$ cat src/rtl/input_scheduler.sv
// Arbitrates button presses (edge-detected, queued) and level-dependent gravity
// ticks onto a single valid/ready move-command port for the game core.
module input_scheduler #(
  parameter int FifoDepth     = 4,
  parameter int GravityBase   = 50,
  parameter int GravityStep   = 4,
  parameter int GravityMin    = 5,
  parameter int DownPeriod    = 5,
  parameter int LinesPerLevel = 10,
  parameter int MaxLevel      = 9
) (
  input  logic        clk,
  input  logic        reset,
  input  logic        tick,
  input  logic        down,
  input  logic        left,
  input  logic        right,
  input  logic        leftRotate,
  input  logic        rightRotate,
  input  logic [13:0] score,
  input  logic        gameover,
  input  logic        cmd_ready,
  output logic        cmd_valid,
  output logic [2:0]  cmd_op,
  output logic [3:0]  level,
  output logic        overflow
);

  localparam int AW = (FifoDepth > 1) ? $clog2(FifoDepth) : 1;
  localparam logic [AW:0] DEPTH_C = (AW+1)'(FifoDepth);
  localparam logic [14:0] LPL_C = 15'(LinesPerLevel);
  localparam logic [2:0] OP_NONE  = 3'd0;
  localparam logic [2:0] OP_DOWN  = 3'd1;
  localparam logic [2:0] OP_LEFT  = 3'd2;
  localparam logic [2:0] OP_RIGHT = 3'd3;
  localparam logic [2:0] OP_LROT  = 3'd4;
  localparam logic [2:0] OP_RROT  = 3'd5;

  logic [3:0]    btn_prev_reg;
  logic [3:0]    btn_now;
  logic [3:0]    press;
  logic [2:0]    press_op;
  logic [2:0]    fifo_mem [FifoDepth];
  logic [AW-1:0] rd_ptr_reg;
  logic [AW-1:0] wr_ptr_reg;
  logic [AW:0]   count_reg;
  logic          fifo_empty;
  logic          fifo_full;
  logic          load;
  logic          pop;
  logic          push;
  logic          drop;
  logic [7:0]    cnt_reg;
  logic [8:0]    cnt_inc;
  logic [7:0]    reduction;
  logic [7:0]    period;
  logic          fire;
  logic          pend_reg;
  logic          valid_reg;
  logic [2:0]    op_reg;
  logic [3:0]    level_reg;
  logic [14:0]   thresh_reg;
  logic [14:0]   score_ext;
  logic          restart;
  logic          level_up;
  logic          overflow_reg;

  // Order: left, right, leftRotate, rightRotate
  assign btn_now = {left, right, leftRotate, rightRotate};
  assign press   = btn_now & ~btn_prev_reg;

  always_comb begin
    press_op = OP_NONE;
    if (press[1])      press_op = OP_LROT;
    else if (press[0]) press_op = OP_RROT;
    else if (press[3]) press_op = OP_LEFT;
    else if (press[2]) press_op = OP_RIGHT;
  end

  assign fifo_empty = (count_reg == '0);
  assign fifo_full  = (count_reg == DEPTH_C);
  assign load       = ~valid_reg | cmd_ready;
  assign pop        = load & ~pend_reg & ~fifo_empty;
  assign push       = (press_op != OP_NONE) & (~fifo_full | pop);
  assign drop       = (press_op != OP_NONE) & fifo_full & ~pop;

  // Clamp before subtracting so a high level can never wrap the period.
  always_comb begin
    reduction = 8'(level_reg) * 8'(GravityStep);
    if (down)
      period = 8'(DownPeriod);
    else if (reduction >= 8'(GravityBase) - 8'(GravityMin))
      period = 8'(GravityMin);
    else
      period = 8'(GravityBase) - reduction;
  end

  assign cnt_inc = {1'b0, cnt_reg} + 9'd1;
  assign fire    = tick & (cnt_inc >= {1'b0, period});

  assign score_ext = {1'b0, score};
  assign restart   = score_ext < (thresh_reg - LPL_C);
  assign level_up  = (score_ext >= thresh_reg) && (level_reg < 4'(MaxLevel));

  always_ff @(posedge clk) begin
    if (!reset && !gameover && push)
      fifo_mem[wr_ptr_reg] <= press_op;
  end

  always_ff @(posedge clk) begin
    if (reset) begin
      btn_prev_reg <= '0;
      rd_ptr_reg   <= '0;
      wr_ptr_reg   <= '0;
      count_reg    <= '0;
      cnt_reg      <= '0;
      pend_reg     <= 1'b0;
      valid_reg    <= 1'b0;
      op_reg       <= OP_NONE;
      level_reg    <= '0;
      thresh_reg   <= LPL_C;
      overflow_reg <= 1'b0;
    end else begin
      btn_prev_reg <= btn_now;
      if (gameover) begin
        rd_ptr_reg <= '0;
        wr_ptr_reg <= '0;
        count_reg  <= '0;
        cnt_reg    <= '0;
        pend_reg   <= 1'b0;
        valid_reg  <= 1'b0;
        op_reg     <= OP_NONE;
      end else begin
        if (load) begin
          if (pend_reg) begin
            valid_reg <= 1'b1;
            op_reg    <= OP_DOWN;
          end else if (!fifo_empty) begin
            valid_reg <= 1'b1;
            op_reg    <= fifo_mem[rd_ptr_reg];
          end else begin
            valid_reg <= 1'b0;
            op_reg    <= OP_NONE;
          end
        end
        if (pop)  rd_ptr_reg <= rd_ptr_reg + 1'b1;
        if (push) wr_ptr_reg <= wr_ptr_reg + 1'b1;
        case ({push, pop})
          2'b10:   count_reg <= count_reg + 1'b1;
          2'b01:   count_reg <= count_reg - 1'b1;
          default: count_reg <= count_reg;
        endcase
        if (drop) overflow_reg <= 1'b1;
        if (tick) cnt_reg <= fire ? 8'd0 : cnt_inc[7:0];
        // A fire coinciding with a DOWN load re-arms pending for the next slot.
        pend_reg <= fire | (pend_reg & ~load);
        if (restart) begin
          level_reg  <= '0;
          thresh_reg <= LPL_C;
        end else if (level_up) begin
          level_reg  <= level_reg + 4'd1;
          thresh_reg <= thresh_reg + LPL_C;
        end
      end
    end
  end

  assign cmd_valid = valid_reg;
  assign cmd_op    = op_reg;
  assign level     = level_reg;
  assign overflow  = overflow_reg;

endmodule

$ cat config.mk
export PLATFORM = sky130hd
export DESIGN_NAME = input_scheduler
export DESIGN_NICKNAME = d
export VERILOG_FILES = /design/src/rtl/input_scheduler.sv
export SDC_FILE = /design/constraint.sdc
export NUM_CORES = 1
export LEC_CHECK = 0
export CAP_MARGIN = 15
export CORE_ASPECT_RATIO = 0.5
export CORE_UTILIZATION = 60
export DETAILED_ROUTE_END_ITERATION = 6
export PLACE_DENSITY_LB_ADDON = 0.15
export SKIP_LAST_GASP = 1
export SLEW_MARGIN = 20
export SYNTH_ARGS = -nofsm -noshare
export SYNTH_HDL_FRONTEND = slang
export SYNTH_SLANG_ARGS = --single-unit
$ cat constraint.sdc
create_clock -name clk -period 5.05 [get_ports clk]
set_clock_uncertainty 0.1 [all_clocks]
set_input_delay 0.7575 -clock clk [delete_from_list [all_inputs] [get_ports clk]]
set_output_delay 0.7575 -clock clk [all_outputs]
set_load 0.05 [all_outputs]
==> results of run 1 <==
==> cell usage in the layout (no fill, tap or decap), types with 10 or more instances in the layout <==
cell / count
nand2_1: 20
ha_1: 43
edfxtp_1: 12
inv_1: 25
clkdlybuf4s50_1: 31
a21o_1: 10
a211oi_1: 11
nor2_1: 37
a21oi_1: 15
nand3_1: 13
dfxtp_1: 45
xnor2_1: 20
nor2b_1: 11
==> power by group <==
part	internal (W)	switching [W]	leakage (nW)	total [W]
clock network	0.000393	0.000205	0.143	0.000598
registers	0.000489	0.0000243	0.475	0.000513
logic	0.000190	0.000265	1.10	0.000455
==> cells by family (layout without fill, tap and decap cells) <==
logic type,Yosys count,in the layout,synth area share
other cells,1,2,0.000982
compound gates,99,99,0.184
buf+inv,41,73,0.0446
mux,8,8,0.0321
simple gates,136,136,0.198
xor+xnor,28,28,0.0642
flops,57,57,0.330
fa+ha+maj,44,44,0.146
==> per-layer routing <==
layer / routed length [um] / vias up / track usage
met5: 0 / - / 0
met2: 4030 / 83 / 0.498
met3: 371 / 13 / 0.0659
li1: - / 1587 / -
met4: 102 / 0 / 0.109
met1: 3720 / 1477 / 0.315
==> per-stage QoR <==
stage / util / instance area (um^2)
3_5_place_dp: 0.684 / 4170
3_3_place_gp: 0.684 / 4170
6_report: 0.732 / 4470
5_1_grt: 0.732 / 4470
4_1_cts: 0.732 / 4470
2_1_floorplan: - / 3820
==> area by class of cell <==
| type | instances | area share |
|---|---|---|
| Clock buffer | 11 | 0.0543 |
| Clock inverter | 5 | 0.0123 |
| Inverter | 25 | 0.0210 |
| Multi-Input combinational cell | 317 | 0.535 |
| Sequential cell | 57 | 0.282 |
| Tap cell | 88 | 0.0246 |
| Timing Repair Buffer | 32 | 0.0711 |
==> path summary, 6_finish.rpt <==
path | endpoint | cells after the start | slack, ns
max | thresh_reg[1]$_SDFFE_PP1P_ | 10 | 1.31
min reg2reg | overflow$_SDFFE_PP0P_ | 2 | 0.39
max reg2reg | thresh_reg[1]$_SDFFE_PP1P_ | 10 | 1.31
min | overflow$_SDFFE_PP0P_ | 2 | 0.39
==> critical path: cells and delay by family (launching register included) <==
family / cells / cell delay, ns
XOR/XNOR: 1 / 0.09
multiplexers: 1 / 0.32
AO/OA/AOI/OAI: 3 / 1.10
AND/OR/NAND/NOR: 4 / 1.31
adder cells (fa/ha/maj): 1 / 0.30
flip-flops: 1 / 0.40
==> results.tsv, run 1 <==
metric	value	unit
largest_reg_flops	14	
hpwlAfterDp	6100	um
reg2reg_from	thresh_reg[6]$_SDFFE_PP0P_	
slowest_stage	or4_4	
worstPathArrival	3.85	ns
synth_top_area_cell	dfxtp_1	
hold_ws	0.389	ns
tritoncts.num_buffers	9	
fin_ws	1.31	ns
power_density	350	nW/um^2
antenna_found_initial	0	
cts_tree	yes	
period_needed	3.74	ns
multi_input_area	2390	um^2
drc	1	
grt_usage	0.273	
io_buffers	31	
clock-sinks	57	
outcome	complete, but fails checks	
synth_cell_types	66	
finalSetupViolations	0	
htree_levels	3	
dr.pass1.iters	6	
via_per_inst	5.91	
drt-total-wl	8230	um
async_reset_ff_frac	0	
fmax	268	MHz
synth_common_cells	dfxtp_1, ha_1, nor2_1	
crit_required	5.16	ns
cts_hold_buf	0	
globalplace.congestion	0.850	
synth_ff_type	dfxtp_1	
worstHoldStart	overflow$_SDFFE_PP0P_	
n_antenna_cell	0	
root_buffer	clkbuf_16	
drtIter0Drc	165	
slew_headroom	0.313	
start_util	0.625	
finalCritPeriodShare	0.740	
core_area	6110	um^2
post_cts_resized	0	
final_cells	535	
via_count	3160	
io_pins	33	
synth.avg_cell_area	9.22	um^2
synth_edf_count	12	
grt_setup_unrepaired	false	
synthCells	414	
ys_ff_latch	57	
final_nets	510	
ys_warn_count	0	
syn_area	3820	um^2
antenna_left	0	
critical_path_class	flip-flop to flip-flop	
synthTopCellsByArea	dfxtp_1, ha_1, edfxtp_1	
die_w	115	um
die_y	58.4	um
synth_most_common_cell	dfxtp_1	
p_total	0.00157	W
slowest_delay	0.60	ns
clk_pin_slew	0.05	ns
fp-row-count	20	
netlist.area_leader.share	0.236	
area_growth	17.1	%
worstPathCellList	or4_4, or4_4, nor2_1, xnor2_1, ha_1, nand3_1, o31ai_1, a41o_1, a31oi_2, mux2_4	
hold_violations	0	
cts_setup_buffers	0	
drv_slew	0	
worstSkewPairLatency	0.32	ns
max-clock-path-buffers	2	
start_kind	flip-flop	
critPathMostFrequentCell	or4_4	
fillers	458	
startpoint	thresh_reg[6]$_SDFFE_PP0P_	
grt_pass1_wl	14100	um
dieArea	6710	um^2
pre_cts_slack	1.33	ns
wl_per_cell	15.4	um
yosysSeqAreaShare	0.330	
grt_max_degree	22	
setup-tns-final	0	ns
overflow	0	
drive_gt1_frac	0.0738	
grt_pass1_vias	3165	
path_max_fanout	16	
crit_path_end_kind	flip-flop	
irDropWorstVdd	0.000196	V
worst_pin_slew	1.03	ns
violations	design-rule violations	
hp-class	flip-flop to flip-flop	
place_inst	519	
cap_violations	0	
ff_latch_area	1260	um^2
power_leakage	1.72	nW
Note: power is estimated with default switching activity, not from simulation.
==> run 2: changes to the inputs <==
- CORE_UTILIZATION: 60 -> 53
- clock period: 5.05 -> 3.4 ns (I/O delays scaled with it)
==> run 2 against run 1 <==
The flow now finishes without violations. Clock power grew 36%. Register-to-register slack lost 1.2 ns. Total power grew 49%. Utilization shrank 5.8 points. First-iteration DRC count grew 13%. Via count grew 1.6%. Global-route usage shrank 2.9 points. Final area grew 3.0%. Clock-buffer cell count shrank 1. Wire length grew 3.4%. Sequential cell count is the same. Worst hold slack lost 0.0057 ns.
==> results.tsv, run 2 (same netlist as run 1, synthesis figures left out) <==
metric	value	unit	change
dieArea	7570	um^2	was 6710 um^2
hpwlAfterDp	6540	um	was 6100 um
worstPathArrival	3.39	ns	was 3.85 ns
critPathMostFrequentCell	or4_4		unchanged
overflow	0		unchanged
area_growth	20.6	%	was 17.1%
drc	0		was 1
cap_violations	0		unchanged
fillers	557		was 458
globalplace.congestion	0.878		was 0.850
slew_headroom	0.582		was 0.313
fmax	306	MHz	was 268 MHz
wl_per_cell	15.3	um	was 15.4 um
core_area	6830	um^2	was 6110 um^2
tritoncts.num_buffers	9		unchanged
io_buffers	31		unchanged
die_y	62.0	um	was 58.4 um
power_leakage	1.79	nW	was 1.72 nW
cts_tree	yes		unchanged
worst_pin_slew	0.624	ns	was 1.03 ns
fp-row-count	21		was 20
worstSkewPairLatency	0.33	ns	was 0.32 ns
rrSetupSlack	0.14	ns	was 1.31 ns
worstPathCellList	or4_4, or4_4, nor2_1, xnor2_1, ha_1, nand3_1, o31ai_2, a41o_2, buf_4, nand3b_4, o22a_1		was or4_4, or4_4, nor2_1, xnor2_1, ha_1, nand3_1, o31ai_1, a41o_1, a31oi_2, mux2_4
htree_levels	3		unchanged
drt-total-wl	8510	um	was 8230 um
finalCritPeriodShare	0.960		was 0.740
io_pins	33		unchanged
grt_usage	0.243		was 0.273
place_inst	539		was 519
grt_pass1_vias	3105		was 3165
critical_path_class	flip-flop to flip-flop		unchanged
drive_gt1_frac	0.127		was 0.0738
start_kind	flip-flop		unchanged
grt_pass1_wl	13900	um	was 14100 um
power_density	506	nW/um^2	was 350 nW/um^2
antenna_left	0		unchanged
root_buffer	clkbuf_16		unchanged
final_nets	526		was 510
n_antenna_cell	0		unchanged
setup-tns-final	0	ns	unchanged
finalSetupViolations	0		unchanged
path_max_fanout	9		was 16
dr.pass1.iters	4		was 6
hp-class	flip-flop to flip-flop		unchanged
cts_hold_buf	0		unchanged
start_util	0.559		was 0.625
crit_path_end_kind	flip-flop		unchanged
slowest_stage	or4_4		unchanged
via_count	3210		was 3160
drtIter0Drc	186		was 165
largest_reg_flops	14		unchanged
hold_violations	0		unchanged
slowest_delay	0.56	ns	was 0.60 ns
grt_max_degree	22		unchanged
period_needed	3.26	ns	was 3.74 ns
grt_setup_unrepaired	false		unchanged
via_per_inst	5.78		was 5.91
irDropWorstVdd	0.000427	V	was 0.000196 V
crit_required	3.52	ns	was 5.16 ns
layout_commonest_cell	dfxtp_1		unchanged
die_w	122	um	was 115 um
antenna_found_initial	0		unchanged
clock-sinks	57		unchanged
clk_pin_slew	0.05	ns	about the same
crit_buf_inv	1		was 0
final_cells	555		was 535
drv_slew	0		unchanged
path_delay_family	simple AND/OR/NAND/NOR gates		unchanged
final_cell_mix	dfxtp_1, ha_1, nor2_1, clkdlybuf4s50_1, inv_1		unchanged
outcome	complete, no violations		was complete, but fails checks
max-clock-path-buffers	2		unchanged
[run 2: final timing paths]
path / startpoint / cells after the start / end
max: thresh_reg[6]$_SDFFE_PP0P_ / 11 / thresh_reg[3]$_SDFFE_PP1P_
min: overflow$_SDFFE_PP0P_ / 2 / overflow$_SDFFE_PP0P_
max reg2reg: thresh_reg[6]$_SDFFE_PP0P_ / 11 / thresh_reg[3]$_SDFFE_PP1P_
min reg2reg: overflow$_SDFFE_PP0P_ / 2 / overflow$_SDFFE_PP0P_
[run 2: routing by layer]
layer / vias up / global-route usage / share of wire
met5: - / 0 / 0
met4: 0 / 0.0741 / 0.016
met3: 13 / 0.0885 / 0.054
met2: 75 / 0.446 / 0.49
met1: 1518 / 0.274 / 0.44
li1: 1604 / - / -
[run 2: final cells by class]
cell class | instances | area, um^2 | area share
clock buffer | 10 | 229 | 0.0497
clock inverter | 6 | 43.8 | 0.00951
inverter | 25 | 93.8 | 0.0204
multi-input combinational | 317 | 2420 | 0.526
sequential | 57 | 1260 | 0.274
tap | 92 | 115 | 0.0250
timing repair buffer | 48 | 438 | 0.0951
[run 2: through the flow]
step / total power [W] / cell area [um^2] / setup WS, ns / util / hold WS [ns]
after global placement: 0.00147 / 4300 / 0.118 / 0.629 / 0.379
after CTS: 0.00232 / 4570 / 0.0713 / 0.669 / 0.386
final: 0.00233 / 4600 / 0.136 / 0.674 / 0.383
after floorplan: 0.00128 / 3820 / 0.218 / - / 0.380
after global routing: 0.00246 / 4600 / 0.00480 / 0.674 / 0.416
after detailed placement: 0.00150 / 4300 / 0.0732 / 0.629 / 0.373
[run 2: power by group]
group | internal [W] | total (W) | switching, W
clock | 0.000494 | 0.000815 | 0.000321
sequential | 0.000726 | 0.000760 | 0.0000342
combinational | 0.000337 | 0.000754 | 0.000417
[run 2: repair_timing]
| item | 4_1_cts | 5_1_grt |
|---|---|---|
| setup buffers | 0 | 0 |
| endpoints found under the setup margin | 0 | 18 |
| gates resized for setup | 0 | 9 |
[run 2: worst min-delay path, cell delays in order, from the launching register on]
cell,delay [ns]
dfxtp_1,0.33
nor2_1,0.05
nor2_1,0.07
